--- src/rtl/serial_addsub.sv ---
// serial_addsub: bit-serial adder/subtractor, one full-adder slice, LSB first, start/busy/done handshake
module serial_addsub #(
    parameter int WIDTH = 4
) (
    input  logic             clk,
    input  logic             reset,
    input  logic             start,
    input  logic             sub,
    input  logic             cin,
    input  logic [WIDTH-1:0] data_a,
    input  logic [WIDTH-1:0] data_b,
    output logic             busy,
    output logic             done,
    output logic [WIDTH-1:0] result,
    output logic             cout,
    output logic             ovf
);
    localparam int CW = $clog2(WIDTH);
    typedef enum logic [1:0] {IDLE, SHIFT, DONE} state_t;
    state_t state, state_next;
    logic [CW-1:0] count;
    logic [WIDTH-1:0] a_sr, b_sr, s_sr;
    logic carry, s, co, last;
    assign s    = a_sr[0] ^ b_sr[0] ^ carry;
    assign co   = (a_sr[0] & b_sr[0]) | (carry & (a_sr[0] ^ b_sr[0]));
    assign last = count == CW'(WIDTH - 1);
    always_ff @(posedge clk or posedge reset)
        if (reset) state <= IDLE;
        else state <= state_next;
    always_comb
        state_next = state == IDLE  ? (start ? SHIFT : IDLE) :
                     state == SHIFT ? (last ? DONE : SHIFT) : IDLE;
    always_comb begin
        busy = state != IDLE;
        done = state == DONE;
    end
    // subtraction runs as A + ~B + ~cin, so cout=1 means no borrow
    always_ff @(posedge clk or posedge reset)
        if (reset) begin
            a_sr   <= '0;
            b_sr   <= '0;
            s_sr   <= '0;
            carry  <= 1'b0;
            count  <= '0;
            result <= '0;
            cout   <= 1'b0;
            ovf    <= 1'b0;
        end else if (state == IDLE) begin
            if (start) begin
                a_sr  <= data_a;
                b_sr  <= sub ? ~data_b : data_b;
                carry <= sub ? ~cin : cin;
                count <= '0;
            end
        end else if (state == SHIFT) begin
            carry <= co;
            s_sr  <= {s, s_sr[WIDTH-1:1]};
            a_sr  <= a_sr >> 1;
            b_sr  <= b_sr >> 1;
            count <= count + 1'b1;
            if (last) begin
                result <= {s, s_sr[WIDTH-1:1]};
                cout   <= co;
                ovf    <= carry ^ co;
            end
        end
endmodule

--- config.mk ---
export PLATFORM = sky130hd
export DESIGN_NAME = serial_addsub
export DESIGN_NICKNAME = d
export VERILOG_FILES = /design/src/rtl/serial_addsub.sv
export SDC_FILE = /design/constraint.sdc
export NUM_CORES = 1
export LEC_CHECK = 0
export CORE_UTILIZATION = 40
export CTS_CLUSTER_DIAMETER = 120
export DETAILED_ROUTE_END_ITERATION = 12
export PLACE_DENSITY = 0.8
export SLEW_MARGIN = 20
export SYNTH_ARGS = -nofsm -noshare
export SYNTH_HDL_FRONTEND = slang
export SYNTH_SLANG_ARGS = --single-unit
export TNS_END_PERCENT = 1
--- constraint.sdc ---
create_clock -name clk -period 1.3 [get_ports clk]
set_input_delay 0.26 -clock clk [delete_from_list [all_inputs] [get_ports clk]]
set_output_delay 0.26 -clock clk [all_outputs]
set_load 0.05 [all_outputs]
==> results.ini, run 1 <==
[route]
avgViaCountPerCell = 5.10
wl_per_cell_um = 13.7
first_iter_violations = 9
drc = 0
dr.pass1.iters = 4
wl_um = 2020
ant_nets = 0
via_count = 755

[global_routing]
grt_pass1_wl_um = 3320
grt_start_max_net_pins = 23
antenna_found_initial = 0
gr-total-overflow = 0
grt_pass1_vias = 754
grtUsageTotal_pct = 17.4

[timing]
fin_crit_ns = 1.40
fin_skew_ns = 0.00738
max_slew_margin_pct = 81.6
fin_crit_sh_pct = 108
worst_pin_slew_ns = 0.275
setup_viol = 11
final-max-slew-violation-count = 0
clock.fmax_mhz = 714
grt_setup_unrepaired = true
setup_ws_ns = -0.0997
hold_viol_final = 0

[cells_and_area]
multi_input_area_sq_um = 447
drive_gt1_share_pct = 35.0
nFillCells = 173
final_core_util_pct = 63.5
mostFrequentLayoutCell = dfrtp_1
register_area_sq_um = 553
mostFrequentLayoutCells = 20 x dfrtp_1, 16 x nand2_1, 12 x clkdlybuf4s50_1, 12 x buf_4, 7 x buf_12
area_growth_pct = 46.4
fin_nets = 137
antennaDiodeCount = 0

[floorplan]
rows = 17
start_util_pct = 43.4
die-width_um = 51.7
core_region_area_sq_um = 2280
die_h_um = 51.7
fp.dieArea_sq_um = 2670
ios = 21

[clocking]
clk_latency_ns = 0.31
htree_levels = 1
cts-root-buf = clkbuf_4
cts_sinks = 22
cts_tree = yes
clk_pin_slew_ns = 0.12
cts-buffers-inserted = 3
clockBufferDepth = 2

[placement]
port_buffers = 20
gp_congestion = 0.826
hpwlAfterDp_um = 1360
pre_cts_ws_ns = -0.289

[synth]
ys.flop_type = dfrtp_1
ys_seq_area_share_pct = 55.8
synth_nets = 103
ys_types = 24
syn_area_sq_um = 987
ys_seq_elements = 22
yosysWarnings = 0
synth.avg_cell_area_sq_um = 11.2
async_flop_share_pct = 100
syn_inst = 88
synth_edf_count = 0

[critical_path]
critPathCaptureType = output port
slowest_delay_ns = 0.45
ff2ff_path_depth = 4
ff2ff_setup_slack_ns = -0.07
required_ns = 1.04
crit_chain = or2_4, buf_8
cp_max_fo = 3
slowest_stage = dfrtp_2
cp.arrival_ns = 1.14
startpoint_type = register
path_class = reg -> out

[status]
outcome = complete, but fails checks
violations = negative setup slack

[pwr]
power_density_nw_per_um2 = 2470
p_leak_nw = 0.688
power_mw = 3.57
ir_drop_mv = 1.51

[min_path]
hold_path.class = in -> async

[job]
maxCapViolCount = 0

state kept, by name, summed over array words and instances, names as in the netlist:
name and flops:
state 2, carry 1, result 4, s_sr 3, ovf 1, count 2, a_sr 4, b_sr 4
cout 1
worst max-delay path, delay by kind of cell, from the launching register on:
| kind | cells | cell delay [ns] |
|---|---|---|
| buf+inv | 1 | 0.15 |
| simple gates | 1 | 0.24 |
| flops | 1 | 0.45 |
cell type report:
| class | instances | share of cell area (%) |
|---|---|---|
| clock buffer | 3 | 1.56 |
| inverter | 3 | 0.779 |
| multi-input combinational | 59 | 30.9 |
| sequential | 22 | 38.3 |
| tap | 28 | 2.42 |
| timing repair buffer | 33 | 26.1 |
per-layer routing:
metal | part of all wire, % | vias up | GRT usage (%) | wire (um)
li1 | - | 363 | - | -
met1 | 45 | 365 | 21.8 | 904
met2 | 50 | 22 | 29.4 | 1000
met3 | 3.4 | 5 | 2.63 | 68
met4 | 2.4 | 0 | 8.11 | 48
met5 | 0 | - | 0 | 0
path summary, 6_finish.rpt:
| check | to | startpoint |
|---|---|---|
| max | busy | state[0] |
| min | result[2] | reset |
| max reg2reg | b_sr[2] | state[0] |
| min reg2reg | s_sr[1] | s_sr[1] |
| max in group asynchronous | state[0] | reset |
| min in group clk | s_sr[1] | s_sr[1] |
where the power goes:
part	leakage (nW)	switching, mW	internal, mW
combinational	0.395	0.981	1.07
sequential	0.280	0.232	0.984
clock	0.0138	0.198	0.108
total	0.688	1.41	2.16
Yosys cell counts (3+ instances only):
| library cell | instances | area, sq um |
|---|---|---|
| dfrtp_1 | 22 | 551 |
| nand2_1 | 16 | 60.1 |
| o21ai_0 | 6 | 30.0 |
| xnor2_1 | 6 | 52.6 |
| mux2_2 | 5 | 56.3 |
| a221o_2 | 4 | 45.0 |
| nor2_1 | 4 | 15.0 |
| a22oi_1 | 3 | 22.5 |
| inv_1 | 3 | 11.3 |
| nand3_1 | 3 | 15.0 |
| nor2b_1 | 3 | 18.8 |
what timing repair did:
| action | CTS | global route |
|---|---|---|
| setup buffers | 4 | 0 |
| cloned | 0 | 0 |
| resized for setup | 11 | 6 |
| endpoints found under the setup margin | 11 | 17 |
| hold buffers | 0 | 0 |
| pin swaps | 0 | 0 |
| hold endpoints to repair | 0 | 0 |
cell families (layout without fill, tap and decap cells):
group / count (synthesis) / after routing / synth area share, %
and+or+nand+nor: 30 / 30 / 14.3
muxes: 5 / 5 / 5.70
xor gates and xnor gates: 6 / 6 / 5.32
buffers and inverters: 7 / 39 / 3.55
AOI/OAI and AO/OA: 16 / 16 / 12.0
DFF: 22 / 22 / 55.8
adders and majority gates: 2 / 2 / 3.30
metrics by stage:
| step | setup TNS (ns) | std cells | hold WS, ns | instance area (sq um) |
|---|---|---|---|---|
| after floorplan | -0.0153 | 88 | 0.249 | 990 |
| after global placement | -1.95 | 141 | 0.460 | 1340 |
| after detailed placement | -2.22 | 141 | 0.467 | 1340 |
| after CTS | -0.423 | 148 | 0.300 | 1430 |
| after global routing | -0.966 | 148 | 0.294 | 1450 |
| final | -0.475 | 148 | 0.279 | 1450 |
Power figures use the tool's default switching activity.
==> inputs of run 2 (changes only) <==
--- a/config.mk
+++ b/config.mk
@@ -7,8 +7,10 @@
 export LEC_CHECK = 0
 export CORE_UTILIZATION = 40
 export CTS_CLUSTER_DIAMETER = 120
+export CTS_CLUSTER_SIZE = 20
 export DETAILED_ROUTE_END_ITERATION = 12
-export PLACE_DENSITY = 0.8
+export PLACE_DENSITY = 0.77
+export REMOVE_ABC_BUFFERS = 1
 export SLEW_MARGIN = 20
 export SYNTH_ARGS = -nofsm -noshare
 export SYNTH_HDL_FRONTEND = slang
==> constraint.sdc (replaced) <==
create_clock -name clk -period 1.6 [get_ports clk]
set_input_delay 0.32 -clock clk [delete_from_list [all_inputs] [get_ports clk]]
set_output_delay 0.32 -clock clk [all_outputs]
set_load 0.05 [all_outputs]
==> run 2 against run 1 <==
Effect of this change:
- the run now ends clean
- register-to-register slack improved by 0.28 ns
- combinational power is 40% lower
- non-clock buffer count down 7
- first-iteration DRC count unchanged
- count of clock-buffer cells in the layout stayed put
- worst hold slack improved by 0.069 ns
- total power is 33% lower
- clock skew down 0.0018 ns
- sequential share of layout area up 5.6 points
- setup slack gained 0.18 ns
- critical endpoint unchanged
- highest routed layer unchanged
==> results.ini, run 2 (synthesis results as in run 1) <==
[status]
outcome = complete, no violations

[timing]
hold_ws_ns = 0.348
max_slew_margin_pct = 74.7
final-max-slew-violation-count = 0
fin_skew_ns = 0.00556
setup_tns_ns = 0
hold_viol_final = 0
grt_setup_unrepaired = false
worst_pin_slew_ns = 0.379
clock.fmax_mhz = 657
setup_viol = 0
fin_crit_sh_pct = 95.1
fin_crit_ns = 1.52

[cells_and_area]
mostFrequentLayoutCell = dfrtp_1
nFillCells = 193
antennaDiodeCount = 0
fin_nets = 130
mostFrequentLayoutCells = 20 x dfrtp_1, 16 x nand2_1, 13 x buf_4, 12 x clkdlybuf4s50_1
drive_gt1_share_pct = 27.4
largestRegisters = a_sr (4), b_sr (4), result (4)
area_growth_pct = 27.8
finalNonFillerCells = 141

[floorplan]
die_h_um = 51.7
die-width_um = 51.7
core_region_area_sq_um = 2280
fp.dieArea_sq_um = 2670
ios = 21
rows = 17
start_util_pct = 43.4

[global_routing]
grtUsageTotal_pct = 14.3
grt_pass1_wl_um = 2710
gr-total-overflow = 0
gr-usage-met3_pct = 6.14
grt_start_max_net_pins = 23
use_met2_pct = 22.5
busiest_layer = met2
met1_usage_pct = 17.7
grt_pass1_vias = 631
antenna_found_initial = 0

[route]
ant_nets = 0
via_count = 693
wl_um = 1600
avgViaCountPerCell = 4.91
wl_per_cell_um = 11.3
dr.pass1.iters = 3
first_iter_violations = 9
drc = 0

[placement]
dpl.cell_count = 135
hpwlAfterDp_um = 1200
port_buffers = 20
gp_congestion = 0.747

[clocking]
htree_levels = 1
cts-buffers-inserted = 3
cts-root-buf = clkbuf_4
cts_sinks = 22
clk_pin_slew_ns = 0.11
cts_tree = yes
clockBufferDepth = 2
clk_latency_ns = 0.30

[critical_path]
slowest_delay_ns = 0.43
critical-path-top-delay-family = flip-flops
r2r_start = state[1]
ff2ff_setup_slack_ns = 0.21
startpoint = state[0]
slowest_stage = dfrtp_2
path_class = reg -> out
required_ns = 1.28
startpoint_type = register
cp_max_fo = 4
crit_buf_inv = 1
ff2ff_path_depth = 4
crit_chain = or2_2, buf_4
cp.arrival_ns = 1.20
r2r_end = carry
critPathCaptureType = output port

[pwr]
p_leak_nw = 0.591
ir_drop_mv = 1.07
power_density_nw_per_um2 = 1900

[job]
maxCapViolCount = 0

[min_path]
hold_path.class = in -> async

==> run 2: worst reg2reg max path, stage by stage, from the launching register on <==
cell,delay (ns)
dfrtp_2,0.42
buf_4,0.16
or3b_1,0.51
nor2_1,0.15
a221o_2,0.11
==> run 2: repair_timing <==
action                                  in CTS  in global routing
resized for setup                            2                  0
hold buffers                                 0                  0
setup buffers                                2                  1
hold endpoints to repair                     0                  0
endpoints found under the setup margin       1                  1
==> run 2: cell type report <==
class / count / area [sq um] / area share [%]
Sequential cell: 22 / 553 / 43.8
Multi-Input combinational cell: 59 / 402 / 31.8
Timing Repair Buffer: 26 / 238 / 18.8
Tap cell: 28 / 35.0 / 2.78
Clock buffer: 3 / 22.5 / 1.79
Inverter: 3 / 11.3 / 0.893
==> run 2: stage by stage <==
stage / worst slack, ns / cell area [sq um] / util (%) / total power, mW
after floorplan: 0.0831 / 963 / - / 1.77
after global placement: -0.00281 / 1210 / 53.3 / 2.09
after detailed placement: -0.0207 / 1210 / 53.3 / 2.13
after CTS: 0.00275 / 1250 / 55.1 / 2.41
after global routing: 0.0224 / 1260 / 55.4 / 2.59
final: 0.0788 / 1260 / 55.4 / 2.40
==> run 2: how the worst max path moves through the flow <==
stage / endpoint / cells past startpoint
2_1_floorplan: done / 1
3_3_place_gp: a_sr[3] / 4
3_5_place_dp: a_sr[3] / 4
6_report: busy / 2
4_1_cts: busy / 2
5_1_grt: busy / 2
==> run 2: report_power, final <==
group	internal (mW)	switching, mW	leakage (nW)
clock network	0.0878	0.151	0.0138
logic	0.512	0.711	0.298
registers	0.799	0.141	0.280
total	1.40	1.00	0.591
==> run 2: layer usage <==
layer  up-vias  share of wire [%]
met5         -                  0
met4         0                1.0
met3         5                4.3
met2        15                 47
met1       326                 47
li1        347                  -
==> inputs of run 3 (changes only) <==
--- a/config.mk
+++ b/config.mk
@@ -15,4 +15,4 @@
 export SYNTH_ARGS = -nofsm -noshare
 export SYNTH_HDL_FRONTEND = slang
 export SYNTH_SLANG_ARGS = --single-unit
-export TNS_END_PERCENT = 1
+export TNS_END_PERCENT = 30
==> results of run 3 <==
Same layout as run 2: the final DEF is identical, and so are final timing and power.
